[src/rtl/fdiv_d_post_if.sv]
// fdiv_d_post_if: divider-to-post-normaliser operand bus and packed result bus
interface fdiv_d_post_if;
   logic         i_valid;
   logic [104:0] i_result;
   logic [6:0]   i_lshift;
   logic         i_overflow;
   logic         i_zero_resid;
   logic         i_sign;
   logic [12:0]  i_exp_dif;
   logic         i_nan;
   logic         i_inf;
   logic         i_zero;
   logic         i_divbyzero;
   logic         o_valid;
   logic [63:0]  o_res;
   logic         o_ex_inexact;
   logic         o_ex_overflow;
   logic         o_ex_underflow;
   logic         o_ex_divbyzero;
   logic         o_busy;
   modport master (
      output i_valid, i_result, i_lshift, i_overflow, i_zero_resid, i_sign,
             i_exp_dif, i_nan, i_inf, i_zero, i_divbyzero,
      input  o_valid, o_res, o_ex_inexact, o_ex_overflow, o_ex_underflow,
             o_ex_divbyzero, o_busy
   );
   modport slave (
      input  i_valid, i_result, i_lshift, i_overflow, i_zero_resid, i_sign,
             i_exp_dif, i_nan, i_inf, i_zero, i_divbyzero,
      output o_valid, o_res, o_ex_inexact, o_ex_overflow, o_ex_underflow,
             o_ex_divbyzero, o_busy
   );
endinterface

[src/rtl/fdiv_d_post.sv]
// fdiv_d_post: 3-stage normalise / round-nearest-even / pack stage of the double divider
module fdiv_d_post #(
   parameter logic async_reset = 1'b1
) (
   input logic          i_clk,
   input logic          i_rst,
   fdiv_d_post_if.slave bus
);
   if (!async_reset) begin : g_sync_unsupported
   end
   logic [104:0] sh;
   logic [13:0]  e1;
   logic         s1_v, s1_st, s1_sign, s1_nan, s1_inf, s1_zero, s1_dbz;
   logic [53:0]  s1_m;
   logic [13:0]  s1_e;
   logic         s2_v, s2_inx, s2_sign, s2_nan, s2_inf, s2_zero, s2_dbz;
   logic [51:0]  s2_frac;
   logic [13:0]  s2_e;
   logic         g, inc, c, carry;
   logic [51:0]  f;
   logic         ge, le, special;
   logic [63:0]  res;
   logic [3:0]   fl;
   assign sh = bus.i_result << bus.i_lshift;
   assign e1 = {bus.i_exp_dif[12], bus.i_exp_dif} - {7'b0, bus.i_lshift};
   // S1: normalise the quotient so the leading one lands on bit 104, fold low bits into sticky
   always_ff @(posedge i_clk or posedge i_rst) begin
      if (i_rst) begin
         s1_v    <= 1'b0;
         s1_m    <= '0;
         s1_st   <= 1'b0;
         s1_e    <= '0;
         s1_sign <= 1'b0;
         s1_nan  <= 1'b0;
         s1_inf  <= 1'b0;
         s1_zero <= 1'b0;
         s1_dbz  <= 1'b0;
      end else begin
         s1_v    <= bus.i_valid;
         s1_m    <= sh[104:51];
         s1_st   <= |sh[50:0] | ~bus.i_zero_resid;
         s1_e    <= e1;
         s1_sign <= bus.i_sign;
         s1_nan  <= bus.i_nan;
         s1_inf  <= bus.i_inf;
         s1_zero <= bus.i_zero | bus.i_overflow;
         s1_dbz  <= bus.i_divbyzero;
      end
   end
   assign g     = s1_m[0];
   assign inc   = g & (s1_st | s1_m[1]);
   assign {c, f} = {1'b0, s1_m[52:1]} + {52'b0, inc};
   // a carry out of the fraction only bumps the exponent when the integer bit was set
   assign carry = c & s1_m[53];
   // S2: round to nearest-even; a full carry leaves fraction 0 and bumps the exponent
   always_ff @(posedge i_clk or posedge i_rst) begin
      if (i_rst) begin
         s2_v    <= 1'b0;
         s2_frac <= '0;
         s2_e    <= '0;
         s2_inx  <= 1'b0;
         s2_sign <= 1'b0;
         s2_nan  <= 1'b0;
         s2_inf  <= 1'b0;
         s2_zero <= 1'b0;
         s2_dbz  <= 1'b0;
      end else begin
         s2_v    <= s1_v;
         s2_frac <= f;
         s2_e    <= s1_e + {13'b0, carry};
         s2_inx  <= g | s1_st;
         s2_sign <= s1_sign;
         s2_nan  <= s1_nan;
         s2_inf  <= s1_inf;
         s2_zero <= s1_zero;
         s2_dbz  <= s1_dbz;
      end
   end
   assign ge      = $signed(s2_e) >= 14'sd2047;
   assign le      = $signed(s2_e) < 14'sd1;
   assign special = s2_nan | s2_dbz | s2_inf | s2_zero;
   // S3 classification: specials first, then exponent range, denormals flush to zero
   always_comb begin
      res = s2_nan            ? 64'h7FF8000000000000 :
            (s2_dbz | s2_inf) ? {s2_sign, 11'h7FF, 52'h0} :
            s2_zero           ? {s2_sign, 63'h0} :
            ge                ? {s2_sign, 11'h7FF, 52'h0} :
            le                ? {s2_sign, 63'h0} :
                                {s2_sign, s2_e[10:0], s2_frac};
      fl  = {~special & (ge | le | s2_inx), ~special & ge, ~special & ~ge & le, ~s2_nan & s2_dbz};
   end
   // S3: result and flags load only with a valid entry and hold otherwise
   always_ff @(posedge i_clk or posedge i_rst) begin
      if (i_rst) begin
         bus.o_valid        <= 1'b0;
         bus.o_res          <= '0;
         bus.o_ex_inexact   <= 1'b0;
         bus.o_ex_overflow  <= 1'b0;
         bus.o_ex_underflow <= 1'b0;
         bus.o_ex_divbyzero <= 1'b0;
      end else begin
         bus.o_valid <= s2_v;
         if (s2_v) begin
            bus.o_res <= res;
            {bus.o_ex_inexact, bus.o_ex_overflow, bus.o_ex_underflow, bus.o_ex_divbyzero} <= fl;
         end
      end
   end
   assign bus.o_busy = s1_v | s2_v | bus.o_valid;
endmodule

[src/flat_wrapper.sv]
// flat-port wrapper written by rule: the top's interface ports become plain ports
module fdiv_d_post_flat 
#(
   parameter logic async_reset = 1'b1
)
  (i_clk, i_rst, bus_i_valid, bus_i_result, bus_i_lshift, bus_i_overflow, bus_i_zero_resid, bus_i_sign, bus_i_exp_dif, bus_i_nan, bus_i_inf, bus_i_zero, bus_i_divbyzero, bus_o_valid, bus_o_res, bus_o_ex_inexact, bus_o_ex_overflow, bus_o_ex_underflow, bus_o_ex_divbyzero, bus_o_busy);
  fdiv_d_post_if bus_i ();
  input logic i_clk;
  input logic i_rst;
  input wire logic [$bits(bus_i.i_valid)-1:0] bus_i_valid;
  input wire logic [$bits(bus_i.i_result)-1:0] bus_i_result;
  input wire logic [$bits(bus_i.i_lshift)-1:0] bus_i_lshift;
  input wire logic [$bits(bus_i.i_overflow)-1:0] bus_i_overflow;
  input wire logic [$bits(bus_i.i_zero_resid)-1:0] bus_i_zero_resid;
  input wire logic [$bits(bus_i.i_sign)-1:0] bus_i_sign;
  input wire logic [$bits(bus_i.i_exp_dif)-1:0] bus_i_exp_dif;
  input wire logic [$bits(bus_i.i_nan)-1:0] bus_i_nan;
  input wire logic [$bits(bus_i.i_inf)-1:0] bus_i_inf;
  input wire logic [$bits(bus_i.i_zero)-1:0] bus_i_zero;
  input wire logic [$bits(bus_i.i_divbyzero)-1:0] bus_i_divbyzero;
  output wire logic [$bits(bus_i.o_valid)-1:0] bus_o_valid;
  output wire logic [$bits(bus_i.o_res)-1:0] bus_o_res;
  output wire logic [$bits(bus_i.o_ex_inexact)-1:0] bus_o_ex_inexact;
  output wire logic [$bits(bus_i.o_ex_overflow)-1:0] bus_o_ex_overflow;
  output wire logic [$bits(bus_i.o_ex_underflow)-1:0] bus_o_ex_underflow;
  output wire logic [$bits(bus_i.o_ex_divbyzero)-1:0] bus_o_ex_divbyzero;
  output wire logic [$bits(bus_i.o_busy)-1:0] bus_o_busy;
  assign bus_i.i_valid = bus_i_valid;
  assign bus_i.i_result = bus_i_result;
  assign bus_i.i_lshift = bus_i_lshift;
  assign bus_i.i_overflow = bus_i_overflow;
  assign bus_i.i_zero_resid = bus_i_zero_resid;
  assign bus_i.i_sign = bus_i_sign;
  assign bus_i.i_exp_dif = bus_i_exp_dif;
  assign bus_i.i_nan = bus_i_nan;
  assign bus_i.i_inf = bus_i_inf;
  assign bus_i.i_zero = bus_i_zero;
  assign bus_i.i_divbyzero = bus_i_divbyzero;
  assign bus_o_valid = bus_i.o_valid;
  assign bus_o_res = bus_i.o_res;
  assign bus_o_ex_inexact = bus_i.o_ex_inexact;
  assign bus_o_ex_overflow = bus_i.o_ex_overflow;
  assign bus_o_ex_underflow = bus_i.o_ex_underflow;
  assign bus_o_ex_divbyzero = bus_i.o_ex_divbyzero;
  assign bus_o_busy = bus_i.o_busy;
  fdiv_d_post #(.async_reset(async_reset)) u_core (.i_clk(i_clk), .i_rst(i_rst), .bus(bus_i));
endmodule
[config.mk]
export PLATFORM = sky130hd
export DESIGN_NAME = fdiv_d_post_flat
export DESIGN_NICKNAME = d
export VERILOG_FILES = /design/src/rtl/fdiv_d_post_if.sv /design/src/rtl/fdiv_d_post.sv /design/src/flat_wrapper.sv
export SDC_FILE = /design/constraint.sdc
export NUM_CORES = 1
export LEC_CHECK = 0
export BUFFER_PORTS_ARGS = -buffer_cell sky130_fd_sc_hd__buf_2
export CORE_MARGIN = 2
export CORE_UTILIZATION = 59
export CTS_BUF_LIST = sky130_fd_sc_hd__clkbuf_4 sky130_fd_sc_hd__clkbuf_8 sky130_fd_sc_hd__clkbuf_16
export DETAILED_ROUTE_END_ITERATION = 16
export PLACE_DENSITY = 0.9
export SLEW_MARGIN = 10
export SYNTH_ARGS = -nofsm -noshare
export SYNTH_HDL_FRONTEND = slang
export SYNTH_SLANG_ARGS = --single-unit
[constraint.sdc]
create_clock -name i_clk -period 8.65 [get_ports i_clk]
set_clock_uncertainty 0.15 [all_clocks]
set_input_delay 0.865 -clock i_clk [delete_from_list [all_inputs] [get_ports i_clk]]
set_output_delay 0.865 -clock i_clk [all_outputs]
set_load 0.01 [all_outputs]
==> results of run 1 <==
-- metrics by stage --
| step | cells | area [µm²] | utilization, % |
|---|---|---|---|
| 2_1_floorplan | 1646 | 15500 | - |
| 3_3_place_gp | 2086 | 16500 | 63.8 |
| 3_5_place_dp | 2086 | 16500 | 63.8 |
| 4_1_cts | 2120 | 17200 | 66.4 |
| 5_1_grt | 2120 | 17200 | 66.4 |
| 6_report | 2121 | 17200 | 66.4 |
-- worst paths after layout --
check	slack, ps	endpoint
setup / recovery	4170	u_core.s1_st
hold / removal	200	u_core.s2_nan
setup reg to reg	4360	u_core.s2_e[10]
hold reg to reg	200	u_core.s2_nan
max in group asynchronous	6390	u_core.s1_m[14]
min in group asynchronous	380	u_core.s2_nan
-- cell families (layout without fill, tap and decap cells) --
family                     count (synthesis)  count (layout)  share of synthesized area, %
adders and majority gates                 11              11                         0.939
and+or+nand+nor                          599             599                          16.5
DFF                                      217             217                          35.1
other                                      0               1                             0
AOI/OAI and AO/OA                        305             305                          12.1
xor gates and xnor gates                  70              70                          3.97
buffers and inverters                    188             327                          5.12
muxes                                    256             256                          26.2
-- area by class of cell --
type	instances	area [µm²]	area share [%]
inverter	76	295	1.72
clock buffer	28	579	3.37
multi-input combinational	1241	9250	53.8
sequential	217	5430	31.6
antenna	1	2.50	0.0145
timing repair buffer	217	1130	6.55
clock inverter	6	98.8	0.575
tap	335	419	2.44
-- sequential cells by signal (all words and copies together) (netlist names), 14 cells and up --
name	cells
u_core.s2_e	14
u_core.s1_m	54
u_core.bus.o_res	64
u_core.s1_e	14
u_core.s2_frac	52
-- critical path, cell delays in order --
cell     delay [ps]
buf_6           400
buf_4           920
mux4_1          740
mux4_2          490
mux2i_1         200
nand4_1         100
or4_1           460
o32ai_1         300
a32oi_1         140
-- power breakdown --
part | internal (mW) | switching (mW) | total, mW
clock | 0.531 | 0.359 | 0.890
combinational | 0.296 | 0.459 | 0.755
sequential | 1.10 | 0.0707 | 1.17
-- metal layers --
metal	GRT usage, %	part of all wire, %
met3	4.96	8.1
met2	53.7	46
met5	0	0
met4	16.4	5.3
met1	47.8	41
-- layout by cell type (no fill, tap or decap), types with 10 or more instances in the layout --
cell,synthesis,layout
a211oi_1,18,18
nor2_1,157,156
o21ai_0,111,111
nand4_1,18,18
nand3_1,34,34
a21oi_1,67,67
xor2_1,19,19
inv_1,72,71
xnor2_1,51,51
mux2i_1,103,103
dfrtp_1,217,216
nor3_1,12,12
clkbuf_16,0,20
mux4_2,103,103
nand2_1,313,313
ha_1,10,10
buf_4,3,14
buf_2,16,202
mux2_2,40,40
o22ai_1,32,32
and3_1,16,16
==> flow_metrics.tcl, run 1 <==
set metrics [dict create \
    outcome "finished, final reports clean" \
    cp-start-kind "input pin" \
    whs_path_depth 0 \
    grt_start_max_net_pins 129 \
    setup_violations 0 \
    crit_type "input pin to flop" \
    syn-num-nets 1792 \
    synth_edf_count 0 \
    max_freq_mhz 223 \
    numCtsBuffers 20 \
    p_leak_nw 7.59 \
    maxCapViolCount 0 \
    dpl.hpwl_um 36300 \
    place_ws_ps 3630 \
    hold_start "u_core.s1_nan" \
    drc 0 \
    synth.top_cell.area_share_pct 35.1 \
    crit_required_ps 8850 \
    fillers 2061 \
    drive_gt1_share_pct 23.1 \
    first_iter_violations 1622 \
    postCtsHoldBufs 0 \
    yosysWarnings 0 \
    antenna_found_initial 1 \
    clk_path_buf_depth 3 \
    syn_inst 1646 \
    ant_nets 0 \
    clk_latency_ps 500 \
    r2r_cells 12 \
    ys_seq_area_share_pct 35.1 \
    synthMostInstantiatedCell "nand2_1" \
    synth-main-ff-cell "dfrtp_1" \
    arrival_ps 4680 \
    synthTopCellsByCount "313 x nand2_1, 217 x dfrtp_1, 157 x nor2_1, 111 x o21ai_0" \
    grt_pass1_wl_um 75300 \
    synth_area_leaders "dfrtp_1 35%, mux4_2 15%, nand2_1 7.6%, mux2i_1 6.7%, nor2_1 3.8%" \
    grt_usage_pct 34.4 \
    fp.dieW_um 166 \
    ys_async_sr_fraction_pct 100 \
    overflow 0 \
    fin_ws_ps 4170 \
    power.total_mw 2.82 \
    via_per_inst 6.45 \
    period_needed_ps 4480 \
    crit_path_start "bus_i_lshift[0]" \
    critical_path_peak_fanout 65 \
    hold_viol 0 \
    cts_num_sinks 217 \
    post_cts_buffers 0 \
    h-tree-depth 1 \
    tns_ps 0 \
    root_buffer "clkbuf_16" \
    cts_resized 0 \
    dr.pass1.iters 8 \
    die_area_um2 27500 \
    io_buffers 204 \
    rsz0062_at_grt "no" \
    die_h_um 166 \
    worst_pin_slew_ps 1200 \
    powerDensity_nw_per_um2 164 \
    start_util_pct 59.7 \
    vias 13700 \
    wirelength_um 47900 \
    rows 59 \
    worstReg2RegStart "u_core.s1_m[12]" \
    first_global_vias 13200 \
    cts_tree "built" \
    whs_ps 202 \
    io_pins 205 \
    fin_crit_sh_pct 51.8 \
    ir_worst_vdd_mv 0.202 \
    coreArea_um2 25900 \
    avgRoutedWirePerCell_um 22.6 \
    area_growth_pct 11.3 \
    syn_area_per_cell_um2 9.39 \
    worst_setup_path_end_kind "flop" \
    slew_headroom_pct 20.3 \
    ys_types 73 \
    synth_seq_cells 217 \
    hp-class "flop to flop" \
    finalWeightedCongestion 1.03 \
    syn-cell-area_um2 15500 \
    slew_viol_final 0 \
    clkTransAtPathRegs_ps 60 \
    nets 1919 \
    yosysTopAreaCell "dfrtp_1" \
]
Power figures use the tool's default switching activity.
==> inputs of run 2 (changes only) <==
Settings changed: ABC_AREA set to 1.
Clock period 8.65 ns to 4.7 ns, I/O delays scaled along.
==> run 2 against run 1 <==
Against the previous run: via count grew 22%; synthesized cell count grew 38%; critical path depth grew 16; worst hold slack lost 190 ps; register-to-register slack lost 3900 ps; core utilization shrank 0.12 points; setup slack lost 3700 ps; global-route usage grew 2.5 points; area after synthesis grew 0.32%; total power grew 76%; first-iteration DRC count grew 8.8%.
==> flow_metrics.tcl, run 2 <==
set metrics [dict create \
    die_area_um2 27600 \
    arrival_ps 4460 \
    antennaDiodeCount 0 \
    yosys.area_share.simple_pct 39.3 \
    slew_headroom_pct 21.2 \
    grt_start_max_net_pins 106 \
    finalWeightedCongestion 0.996 \
    yosys-mux-area-fraction_pct 2.26 \
    synth_compound_area_share_pct 12.4 \
    first_global_vias 15400 \
    antenna_found_initial 0 \
    dr.pass1.iters 8 \
    rsz0062_at_grt "no" \
    largest_register "u_core.bus.o_res" \
    clk_latency_ps 500 \
    ant_nets 0 \
    crit_required_ps 4960 \
    root_buffer "clkbuf_16" \
    yosys.area_share.adder_pct 0.936 \
    synth_top_family_by_area "simple AND/OR/NAND/NOR gates" \
    synth-main-ff-cell "dfrtp_1" \
    drc 0 \
    clk_path_buf_depth 3 \
    p_leak_nw 8.21 \
    syn_inst 2264 \
    maxCapViolCount 0 \
    start_util_pct 59.9 \
    grt_pass1_wl_um 82900 \
    syn-cell-area_um2 15500 \
    final_cell_mix "652 x nand2_1, 458 x nand3_1, 217 x dfrtp_1" \
    powerDensity_nw_per_um2 289 \
    ys_seq_area_share_pct 35.0 \
    outcome "finished, final reports clean" \
    cts_num_sinks 217 \
    synthMostInstantiatedCell "nand2_1" \
    wirelength_um 52000 \
    fin_crit_sh_pct 89.4 \
    io_pins 205 \
    synth_edf_count 0 \
    mostFrequentLayoutCell "nand2_1" \
    path_buf_inv 2 \
    fin_ws_ps 499 \
    synth-xor-area-share_pct 3.88 \
    crit_type "flop to flop" \
    yosysTopAreaCell "dfrtp_1" \
    fp.dieW_um 166 \
    ir_worst_vdd_mv 0.451 \
    dpl.hpwl_um 38300 \
    setup_violations 0 \
    overflow 0 \
    drive_gt1_share_pct 12.9 \
    cp-start-kind "flop" \
    crit_top_cell "nor2_4" \
    synthTopCellsByCount "652 x nand2_1, 458 x nand3_1, 217 x dfrtp_1, 188 x o21ai_0, 103 x nor2_1" \
    worst_pin_slew_ps 1180 \
    place_ws_ps 551 \
    via_per_inst 6.18 \
    vias 16700 \
    postCtsHoldBufs 5 \
    die_h_um 166 \
    area_growth_pct 10.7 \
    critical_path.top_delay_family "simple AND/OR/NAND/NOR gates" \
    largest_reg_flops 64 \
    slowest_stage "dfrtp_1" \
    synth_seq_cells 217 \
    rows 59 \
    io_buffers 204 \
    worst_setup_path_end_kind "flop" \
    syn-num-nets 2410 \
    numCtsBuffers 18 \
    hold_viol 0 \
    top_regs "u_core.bus.o_res: 64 flops, u_core.s1_m: 54 flops, u_core.s2_frac: 52 flops" \
    ys_async_sr_fraction_pct 100 \
    yosysWarnings 0 \
    h-tree-depth 1 \
    slew_viol_final 0 \
    max_freq_mhz 238 \
    coreArea_um2 25900 \
    hp-class "input pin to flop" \
    synth.top_cell.area_share_pct 35.0 \
    clkTransAtPathRegs_ps 60 \
    power.total_mw 4.96 \
    ys_types 58 \
    cts_tree "built" \
    avgRoutedWirePerCell_um 19.3 \
    critical_path_peak_fanout 4 \
    nets 2499 \
    synth_area_leaders "dfrtp_1 35%, nand2_1 16%, nand3_1 15%, o21ai_0 6.1%, nand4_1 2.9%" \
    tns_ps 0 \
    grt_usage_pct 36.9 \
    cts_resized 0 \
    max_stage_delay_ps 360 \
    syn_area_per_cell_um2 6.85 \
    first_iter_violations 1765 \
    period_needed_ps 4200 \
    post_cts_buffers 0 \
]
==> run 2: cell count changes after synthesis, sizes merged, moves of 15 or more <==
| cell | before | now |
|---|---|---|
| nand3 | 34 | 462 |
| nand2 | 313 | 658 |
| mux4 | 112 | 0 |
| o21ai | 114 | 220 |
| mux2i | 103 | 35 |
| nand4 | 18 | 73 |
| nor2 | 157 | 112 |
| mux2 | 41 | 0 |
| buf | 48 | 88 |
| xnor2 | 51 | 25 |
| xor2 | 19 | 42 |
| o22ai | 32 | 14 |
| and3 | 16 | 1 |
| clkbuf | 64 | 79 |
==> run 2: cells by family (layout without fill, tap and decap cells) <==
group / Yosys count / in the layout
DFF: 217 / 217
xor gates and xnor gates: 67 / 67
and+or+nand+nor: 1350 / 1350
adders and majority gates: 11 / 11
muxes: 35 / 35
AOI/OAI and AO/OA: 352 / 352
buffers and inverters: 232 / 330
==> run 2: final cells by class <==
class	instances	area (µm²)
Multi-Input combinational cell	1815	9140
Tap cell	335	419
Clock buffer	22	499
Timing Repair Buffer	236	1330
Sequential cell	217	5430
Fill cell	2223	8740
Clock inverter	7	108
Inverter	65	249
==> run 2: path summary, 6_finish.rpt <==
| check | to | startpoint | slack [ps] | cells past startpoint |
|---|---|---|---|---|
| max | u_core.s2_e[12] | u_core.s1_m[0] | 500 | 25 |
| min | u_core.s1_st | bus_i_zero_resid | 10 | 2 |
| max reg2reg | u_core.s2_e[12] | u_core.s1_m[0] | 500 | 25 |
| min reg2reg | u_core.s2_zero | u_core.s1_zero | 210 | 0 |
| max in group asynchronous | u_core.s1_m[26] | i_rst | 3080 | 4 |
| min in group asynchronous | u_core.bus.o_res[51] | i_rst | 350 | 3 |
==> run 2: metrics by stage <==
stage | util, % | hold WS, ps | std cells | area (µm²)
after floorplan | - | 181 | 2264 | 15500
after global placement | 63.6 | 182 | 2661 | 16500
final | 66.3 | 10.3 | 2697 | 17200
after detailed placement | 63.6 | 186 | 2661 | 16500
after CTS | 66.1 | 6.22 | 2695 | 17100
after global routing | 66.3 | 11.1 | 2697 | 17200
==> run 2: power by group <==
part | leakage, nW | switching, mW | internal (mW) | total, mW
Sequential | 2.72 | 0.115 | 2.02 | 2.13
Combinational | 5.19 | 0.898 | 0.398 | 1.30
Clock | 0.302 | 0.654 | 0.875 | 1.53
==> run 2: worst reg2reg max path, cell delays in order (launching register included) <==
cell and delay [ps]:
dfrtp_1 360, nand2_1 80, inv_1 90, ha_1 210
nand3_2 130, nor2_4 150, nand3_4 100, nor2_4 130
nand2_2 90, nor2_4 150, nand4_4 110, inv_2 110
nand2_4 90, nor2_8 160, nand2_4 90, nor2_4 110
nand2_2 90, nor3_2 230, ha_1 230, ha_1 180
nand3_1 130, nor2_1 170, nand3_1 140, nand3b_1 230
nor3_1 240, xor2_1 180
==> run 2: per-layer routing <==
layer / share of wire [%] / wire length, µm / up-vias / track usage [%]
li1: - / - / 7909 / -
met1: 41 / 21500 / 7819 / 50.1
met2: 48 / 25200 / 808 / 63.2
met3: 6.6 / 3420 / 119 / 3.07
met4: 3.8 / 1960 / 0 / 11.5
met5: 0 / 0 / - / 0
